File: src/rtl/lcd_pkg.sv
// Shared definitions for the LCD page sequencer and the LCD controller.
//   seq_state_t : page sequencer FSM encodings
//   CHAR_SPACE  : blank character used to clear the text buffers
//   col_msb()   : maps a character column onto the MSB of its byte in a
//                 line bus (column 0 is the leftmost, most significant byte)
package lcd_pkg;

    typedef enum logic [2:0] {
        ST_IDLE      = 3'd0,
        ST_LOAD      = 3'd1,
        ST_REQ       = 3'd2,
        ST_WAIT_ACK  = 3'd3,
        ST_WAIT_DONE = 3'd4,
        ST_DWELL     = 3'd5
    } seq_state_t;

    localparam logic [7:0] CHAR_SPACE = 8'h20;

    function automatic int col_msb(input int cols, input int col);
        return 8 * (cols - col) - 1;
    endfunction

endpackage

File: src/rtl/lcd_page_buffer.sv
// Text store for the page sequencer: PAGES pages of two COLS-character lines.
//   clk, reset          : clock, synchronous active-high reset (all bytes -> space)
//   wr_en/wr_page/wr_line/wr_col/wr_char : one-byte write port; out-of-range
//                         page or column writes are ignored
//   rd_page             : page selected for the combinational read
//   rd_line1, rd_line2  : the selected page as two 8*COLS line buses
module lcd_page_buffer
    import lcd_pkg::*;
#(
    parameter int COLS  = 16,
    parameter int PAGES = 4,
    localparam int PW   = (PAGES > 1) ? $clog2(PAGES) : 1,
    localparam int CW   = (COLS > 1) ? $clog2(COLS) : 1
) (
    input  logic              clk,
    input  logic              reset,
    input  logic              wr_en,
    input  logic [PW-1:0]     wr_page,
    input  logic              wr_line,
    input  logic [CW-1:0]     wr_col,
    input  logic [7:0]        wr_char,
    input  logic [PW-1:0]     rd_page,
    output logic [8*COLS-1:0] rd_line1,
    output logic [8*COLS-1:0] rd_line2
);

    logic [8*COLS-1:0] line1_mem [PAGES];
    logic [8*COLS-1:0] line2_mem [PAGES];
    logic              wr_ok;

    assign wr_ok = wr_en && (int'(wr_page) < PAGES) && (int'(wr_col) < COLS);

    genvar gi;
    generate
        for (gi = 0; gi < PAGES; gi++) begin : g_page
            logic [8*COLS-1:0] l1_reg;
            logic [8*COLS-1:0] l2_reg;

            always_ff @(posedge clk) begin
                if (reset) begin
                    l1_reg <= {COLS{CHAR_SPACE}};
                    l2_reg <= {COLS{CHAR_SPACE}};
                end else if (wr_ok && (int'(wr_page) == gi)) begin
                    if (wr_line)
                        l2_reg[col_msb(COLS, int'(wr_col)) -: 8] <= wr_char;
                    else
                        l1_reg[col_msb(COLS, int'(wr_col)) -: 8] <= wr_char;
                end
            end

            assign line1_mem[gi] = l1_reg;
            assign line2_mem[gi] = l2_reg;
        end
    endgenerate

    assign rd_line1 = line1_mem[rd_page];
    assign rd_line2 = line2_mem[rd_page];

endmodule

File: src/rtl/lcd_page_sequencer.sv
// Presents one page of a writable two-line text buffer at a time to
// lcd_controller via its line1/line2/refresh/ready handshake. Pages advance
// after DWELL_CYCLES in auto mode or on a next_pg pulse; a write to the page
// on display forces a redraw.
//   clk, reset      : clock, synchronous active-high reset
//   wr_*            : one-byte buffer write port (accepted in every state)
//   manual          : 1 = advance only on next_pg, 0 = auto dwell
//   next_pg         : single-cycle advance request (honoured only in DWELL)
//   page_count      : active pages; 0 acts as 1, values above PAGES clamp
//   ready           : controller idle / can accept refresh
//   line1, line2    : text of the page being shown
//   refresh         : single-cycle redraw request
//   cur_page        : page displayed or being drawn
//   busy            : high from LOAD through WAIT_DONE
module lcd_page_sequencer
    import lcd_pkg::*;
#(
    parameter int COLS         = 16,
    parameter int PAGES        = 4,
    parameter int DWELL_CYCLES = 200_000_000,
    parameter int ACK_TIMEOUT  = 1024,
    localparam int PW          = (PAGES > 1) ? $clog2(PAGES) : 1,
    localparam int CW          = (COLS > 1) ? $clog2(COLS) : 1,
    localparam int DW          = (DWELL_CYCLES > 1) ? $clog2(DWELL_CYCLES) : 1,
    localparam int AW          = $clog2(ACK_TIMEOUT + 1)
) (
    input  logic              clk,
    input  logic              reset,
    input  logic              wr_en,
    input  logic [PW-1:0]     wr_page,
    input  logic              wr_line,
    input  logic [CW-1:0]     wr_col,
    input  logic [7:0]        wr_char,
    input  logic              manual,
    input  logic              next_pg,
    input  logic [PW:0]       page_count,
    input  logic              ready,
    output logic [8*COLS-1:0] line1,
    output logic [8*COLS-1:0] line2,
    output logic              refresh,
    output logic [PW-1:0]     cur_page,
    output logic              busy
);

    seq_state_t        state_reg, state_next;
    logic [PW-1:0]     cur_page_reg;
    logic [8*COLS-1:0] line1_reg, line2_reg;
    logic [8*COLS-1:0] rd_line1, rd_line2;
    logic              refresh_reg, busy_reg, dirty_reg;
    logic [AW-1:0]     ack_cnt_reg;
    logic [DW-1:0]     dwell_cnt_reg;

    logic              wr_hit, advance, ack_expired, dwell_expired;
    logic [PW-1:0]     next_page;
    int                eff_count;

    lcd_page_buffer #(
        .COLS  (COLS),
        .PAGES (PAGES)
    ) u_buffer (
        .clk      (clk),
        .reset    (reset),
        .wr_en    (wr_en),
        .wr_page  (wr_page),
        .wr_line  (wr_line),
        .wr_col   (wr_col),
        .wr_char  (wr_char),
        .rd_page  (cur_page_reg),
        .rd_line1 (rd_line1),
        .rd_line2 (rd_line2)
    );

    assign wr_hit = wr_en && (int'(wr_page) < PAGES) && (int'(wr_col) < COLS)
                    && (wr_page == cur_page_reg);

    // The ack counter is cleared in REQ, so it lags the cycles elapsed since
    // the pulse by one; retrying at ACK_TIMEOUT-2 spaces the pulses exactly
    // ACK_TIMEOUT cycles apart.
    assign ack_expired   = int'(ack_cnt_reg) >= (ACK_TIMEOUT - 2);
    // >= rather than == so a count that saturated during manual mode still
    // expires straight away after switching back to auto.
    assign dwell_expired = !manual && (int'(dwell_cnt_reg) >= (DWELL_CYCLES - 1));

    always_comb begin
        eff_count = int'(page_count);
        if (eff_count == 0)
            eff_count = 1;
        else if (eff_count > PAGES)
            eff_count = PAGES;
        if (int'(cur_page_reg) + 1 >= eff_count)
            next_page = '0;
        else
            next_page = cur_page_reg + PW'(1);
    end

    always_comb begin
        state_next = state_reg;
        advance    = 1'b0;
        case (state_reg)
            ST_IDLE:      if (ready) state_next = ST_LOAD;
            ST_LOAD:      state_next = ST_REQ;
            ST_REQ:       state_next = ST_WAIT_ACK;
            ST_WAIT_ACK: begin
                if (!ready)
                    state_next = ST_WAIT_DONE;
                else if (ack_expired)
                    state_next = ST_REQ;
            end
            ST_WAIT_DONE: if (ready) state_next = ST_DWELL;
            ST_DWELL: begin
                // An advance outranks a pending redraw: the new page is loaded
                // fresh anyway. next_pg and expiry together give one advance.
                if (next_pg || dwell_expired) begin
                    advance    = 1'b1;
                    state_next = ST_LOAD;
                end else if (dirty_reg) begin
                    state_next = ST_LOAD;
                end
            end
            default:      state_next = ST_IDLE;
        endcase
    end

    always_ff @(posedge clk) begin
        if (reset) begin
            state_reg     <= ST_IDLE;
            cur_page_reg  <= '0;
            line1_reg     <= {COLS{CHAR_SPACE}};
            line2_reg     <= {COLS{CHAR_SPACE}};
            refresh_reg   <= 1'b0;
            busy_reg      <= 1'b0;
            dirty_reg     <= 1'b0;
            ack_cnt_reg   <= '0;
            dwell_cnt_reg <= '0;
        end else begin
            state_reg   <= state_next;
            refresh_reg <= (state_next == ST_REQ);
            busy_reg    <= state_next inside {ST_LOAD, ST_REQ, ST_WAIT_ACK, ST_WAIT_DONE};

            if (advance)
                cur_page_reg <= next_page;

            if (state_reg == ST_LOAD) begin
                line1_reg <= rd_line1;
                line2_reg <= rd_line2;
            end

            // A write landing in the LOAD cycle itself may have missed the
            // snapshot, so setting dirty takes priority over clearing it.
            if (wr_hit)
                dirty_reg <= 1'b1;
            else if (state_reg == ST_LOAD)
                dirty_reg <= 1'b0;

            if (state_reg == ST_REQ)
                ack_cnt_reg <= '0;
            else if (state_reg == ST_WAIT_ACK)
                ack_cnt_reg <= ack_cnt_reg + AW'(1);

            if (state_reg == ST_WAIT_DONE)
                dwell_cnt_reg <= '0;
            else if (state_reg == ST_DWELL && dwell_cnt_reg != '1)
                dwell_cnt_reg <= dwell_cnt_reg + DW'(1);
        end
    end

    assign line1    = line1_reg;
    assign line2    = line2_reg;
    assign refresh  = refresh_reg;
    assign cur_page = cur_page_reg;
    assign busy     = busy_reg;

endmodule
File: config.mk
export PLATFORM = sky130hd
export DESIGN_NAME = lcd_page_sequencer
export DESIGN_NICKNAME = d
export VERILOG_FILES = /design/src/rtl/lcd_pkg.sv /design/src/rtl/lcd_page_buffer.sv /design/src/rtl/lcd_page_sequencer.sv
export SDC_FILE = /design/constraint.sdc
export NUM_CORES = 2
export LEC_CHECK = 0
export BUFFER_PORTS_ARGS = -buffer_cell sky130_fd_sc_hd__buf_2
export CAP_MARGIN = 10
export CORE_MARGIN = 2
export CORE_UTILIZATION = 66
export DETAILED_ROUTE_END_ITERATION = 6
export PLACE_DENSITY = 0.85
export SYNTH_ARGS = -nofsm -noshare
export SYNTH_HDL_FRONTEND = slang
export SYNTH_SLANG_ARGS = --single-unit
File: constraint.sdc
create_clock -name clk -period 7.33 [get_ports clk]
set_clock_uncertainty 0.2 [all_clocks]
set_input_delay 0.3665 -clock clk [delete_from_list [all_inputs] [get_ports clk]]
set_output_delay 0.3665 -clock clk [all_outputs]
set_load 0.005 [all_outputs]
==> out/summary.log <==
INFO  status         outcome=finished with violations
INFO  status         failing_checks=design-rule violations
INFO  sta            fin_worst_hold_slack=0.0926ns
INFO  logic_synthesis yosys-top-cells-count=1327 x dfxtp_1, 936 x nand2_1, 582 x a21oi_1, 523 x o21ai_0, 410 x mux2i_1
INFO  layout         drive_above_1_share=16.1%
INFO  logic_synthesis dominant_synthesized_flop_cell=dfxtp_1
INFO  clock_network  cts_root_buf=clkbuf_16
INFO  setup_path     worst_ep_required_time=7.75ns
INFO  global_routing grt_start_max_net_pins=258
INFO  layout         syn2layout_area_growth=11.0%
INFO  clock_network  htree_levels=4
INFO  logic_synthesis synth_area_leaders=dfxtp_1 47%, mux4_2 10%, mux2i_1 7.3%
INFO  logic_synthesis yosysSeqAreaShare=47.3%
INFO  logic_synthesis synth_cells=5803
INFO  power          p_leak=0.0228uW
INFO  sta            slew_viol_final=0
INFO  global_routing global_route.overflow_total=0
INFO  routing        viasPerCell=6.36
INFO  routing        wirelength=153000um
INFO  logic_synthesis post_syn_nets=5839
INFO  floorplan      floorplan.die_area=87500um2
INFO  global_routing grt_first_pass_wirelength=238000um
INFO  sta            setup_violating_endpoint_count_in_the_final_report=0
INFO  power          power_per_cell_area=242nW/um2
INFO  routing        remaining_drc_errors=4
INFO  setup_path     cp_data_arrival_time=4.92ns
INFO  clock_network  tritoncts.num_buffers=134
INFO  power          vdd_ir_drop_max=0.000251V
INFO  clock_network  ctsResizeCount=0
INFO  sta            timing_worst_slew_pin_value=1.31ns
INFO  floorplan      num_io_pins=284
INFO  setup_path     worstSetupPathType=in -> reg
INFO  sta            min_period_over_period=61.5%
INFO  global_routing grt_usage=34.3%
INFO  routing        firstDrtPassIters=7
INFO  floorplan      std_cell_rows=107
INFO  logic_synthesis yosys.area.top_type_share=47.3%
INFO  sta            fin_crit=4.51ns
INFO  logic_synthesis post-synth-top-area-cell=dfxtp_1
INFO  power          p_total=15100uW
INFO  routing        dr.first_iter.drc_count=4700
INFO  hold_path      worstHoldPathType=in -> reg
INFO  placed_design  place_hpwl=97500um
INFO  logic_synthesis yosys_register_bits=1327
INFO  floorplan      core_region_area=84700um2
INFO  clock_network  cts_max_path_buffers=3
INFO  clock_network  insertion_delay=0.75ns
INFO  setup_path     critPathLaunchType=primary input
INFO  clock_network  cts_tree=done
INFO  logic_synthesis synth_edf_count=0
INFO  setup_path     crit_path_max_fanout=47
INFO  logic_synthesis async_reset_ff_share=0%
INFO  sta            hold_viol=0
INFO  placed_design  place.port_buffers=283
INFO  placed_design  routabilityCongestion=0.898
INFO  floorplan      die_y=296um
INFO  global_routing grt_antenna_before_repair=8
INFO  sta            unrepaired_setup_endpoints_after_global_routing=false
INFO  floorplan      die_w=296um
INFO  global_routing first_global_vias=43400
INFO  logic_synthesis synth.distinct_cells=72
INFO  clock_network  clkSlewWorstSetupHoldPaths=0.06ns
INFO  sta            maxClockFrequency=222MHz
INFO  logic_synthesis synth_area_per_cell=9.68um2
INFO  setup_path     setup.worst_path.end_class=register
INFO  run            drv.max_cap_violation_count=0
INFO  routing        route.detailed.wl_per_inst=21.7um
INFO  sta            setup_total_negative_slack=0ns
INFO  logic_synthesis yosys.cell_count.top_type=dfxtp_1
INFO  logic_synthesis netlist_area=56200um2
INFO  layout         nNetsFinal=5831
INFO  sta            timing.max_slew.rel_slack=12.0%
INFO  logic_synthesis ys.warnings.count=0
INFO  routing        drtAntennaViolNets=0
INFO  routing        vias=44900
INFO  clock_network  clock_sinks=1327
INFO  floorplan      floorplan.initialDensity=66.3%
INFO  layout         fillers=5673
[per-layer routing]
layer  up-vias  GRT usage (%)  wire [um]
li1      20200              -          -
met1     22000           42.9      58600
met2      2192           55.6      73200
met3       480           6.13      12600
met4         2           20.7       8870
met5         -              0         13
[worst max-delay path, stage by stage]
cell	delay, ns
buf_2	0.25
clkinv_1	0.27
ha_1	0.40
nor2b_1	0.20
and2_1	0.17
ha_1	0.45
nor2b_1	0.80
nand2_2	0.80
buf_4	0.49
nor2_2	0.33
nor2b_1	0.09
a211o_1	0.27
[power breakdown]
group	switching [uW]	total (uW)	internal (uW)
logic	502	650	148
clock network	2950	7190	4240
registers	19.5	7260	7240
total	3470	15100	11600
[cells in the final DEF, fill, tap and decap left out, drive strengths merged, types with 24 or more instances in the layout]
master  instances
a211o          64
a21oi         582
and2           71
buf           334
clkbuf        196
dfxtp        1327
inv            24
mux2i         410
mux4          256
nand2         936
nand2b        249
nand3          43
nand3b        239
nor2          300
nor2b          56
nor3           33
o21ai         547
o311ai         25
xor2           24
[cell families (layout without fill, tap and decap cells)]
family,after synthesis,count (layout),synth area share [%]
and+or+nand+nor,1992,1992,18.1
DFF,1327,1327,47.3
AOI/OAI and AO/OA,1269,1269,12.5
muxes,668,668,17.6
buffers and inverters,500,599,3.64
xor gates and xnor gates,35,35,0.572
adders and majority gates,12,12,0.267
other,0,7,0
[what timing repair did]
| action | CTS | global route |
|---|---|---|
| buffers inserted | 0 | 0 |
| hold endpoints to repair | 45 | 0 |
| hold buffers | 9 | 0 |
[through the flow]
| step | worst slack, ns | cells | instance area [um2] | utilization, % |
|---|---|---|---|---|
| final | 2.82 | 7053 | 62400 | 73.6 |
| after global routing | 2.62 | 7051 | 62400 | 73.6 |
| after CTS | 2.99 | 7046 | 62400 | 73.6 |
| after detailed placement | 2.24 | 6794 | 57600 | 68.0 |
| after global placement | 2.46 | 6794 | 57600 | 68.0 |
| after floorplan | 3.83 | 5803 | 56200 | - |
[layout make-up]
| cell class | count | area (um2) | area share [%] |
|---|---|---|---|
| Multi-Input combinational cell | 3976 | 27700 | 44.4 |
| Sequential cell | 1327 | 26600 | 42.6 |
| Timing Repair Buffer | 343 | 2000 | 3.21 |
| Clock inverter | 47 | 738 | 1.18 |
| Clock buffer | 196 | 3910 | 6.26 |
| Antenna cell | 7 | 17.5 | 0.0281 |
| Inverter | 13 | 48.8 | 0.0782 |
| Tap cell | 1144 | 1430 | 2.29 |
[path summary, 6_finish.rpt]
kind	from	end	slack, ns	cells past startpoint
setup / recovery	wr_col[0]	u_buffer.g_page[3].l1_reg[101]$_SDFFE_PP1P_	2.82	12
hold / removal	page_count[2]	cur_page[0]$_SDFFE_PP0P_	0.09	5
hold reg to reg	line1[31]$_SDFFE_PP0P_	line1[31]$_SDFFE_PP0P_	0.25	2
setup reg to reg	dwell_cnt_reg[0]$_SDFFE_PP0P_	cur_page[1]$_SDFFE_PP0P_	3.33	10
No activity file was read; power rests on OpenSTA's default activity.
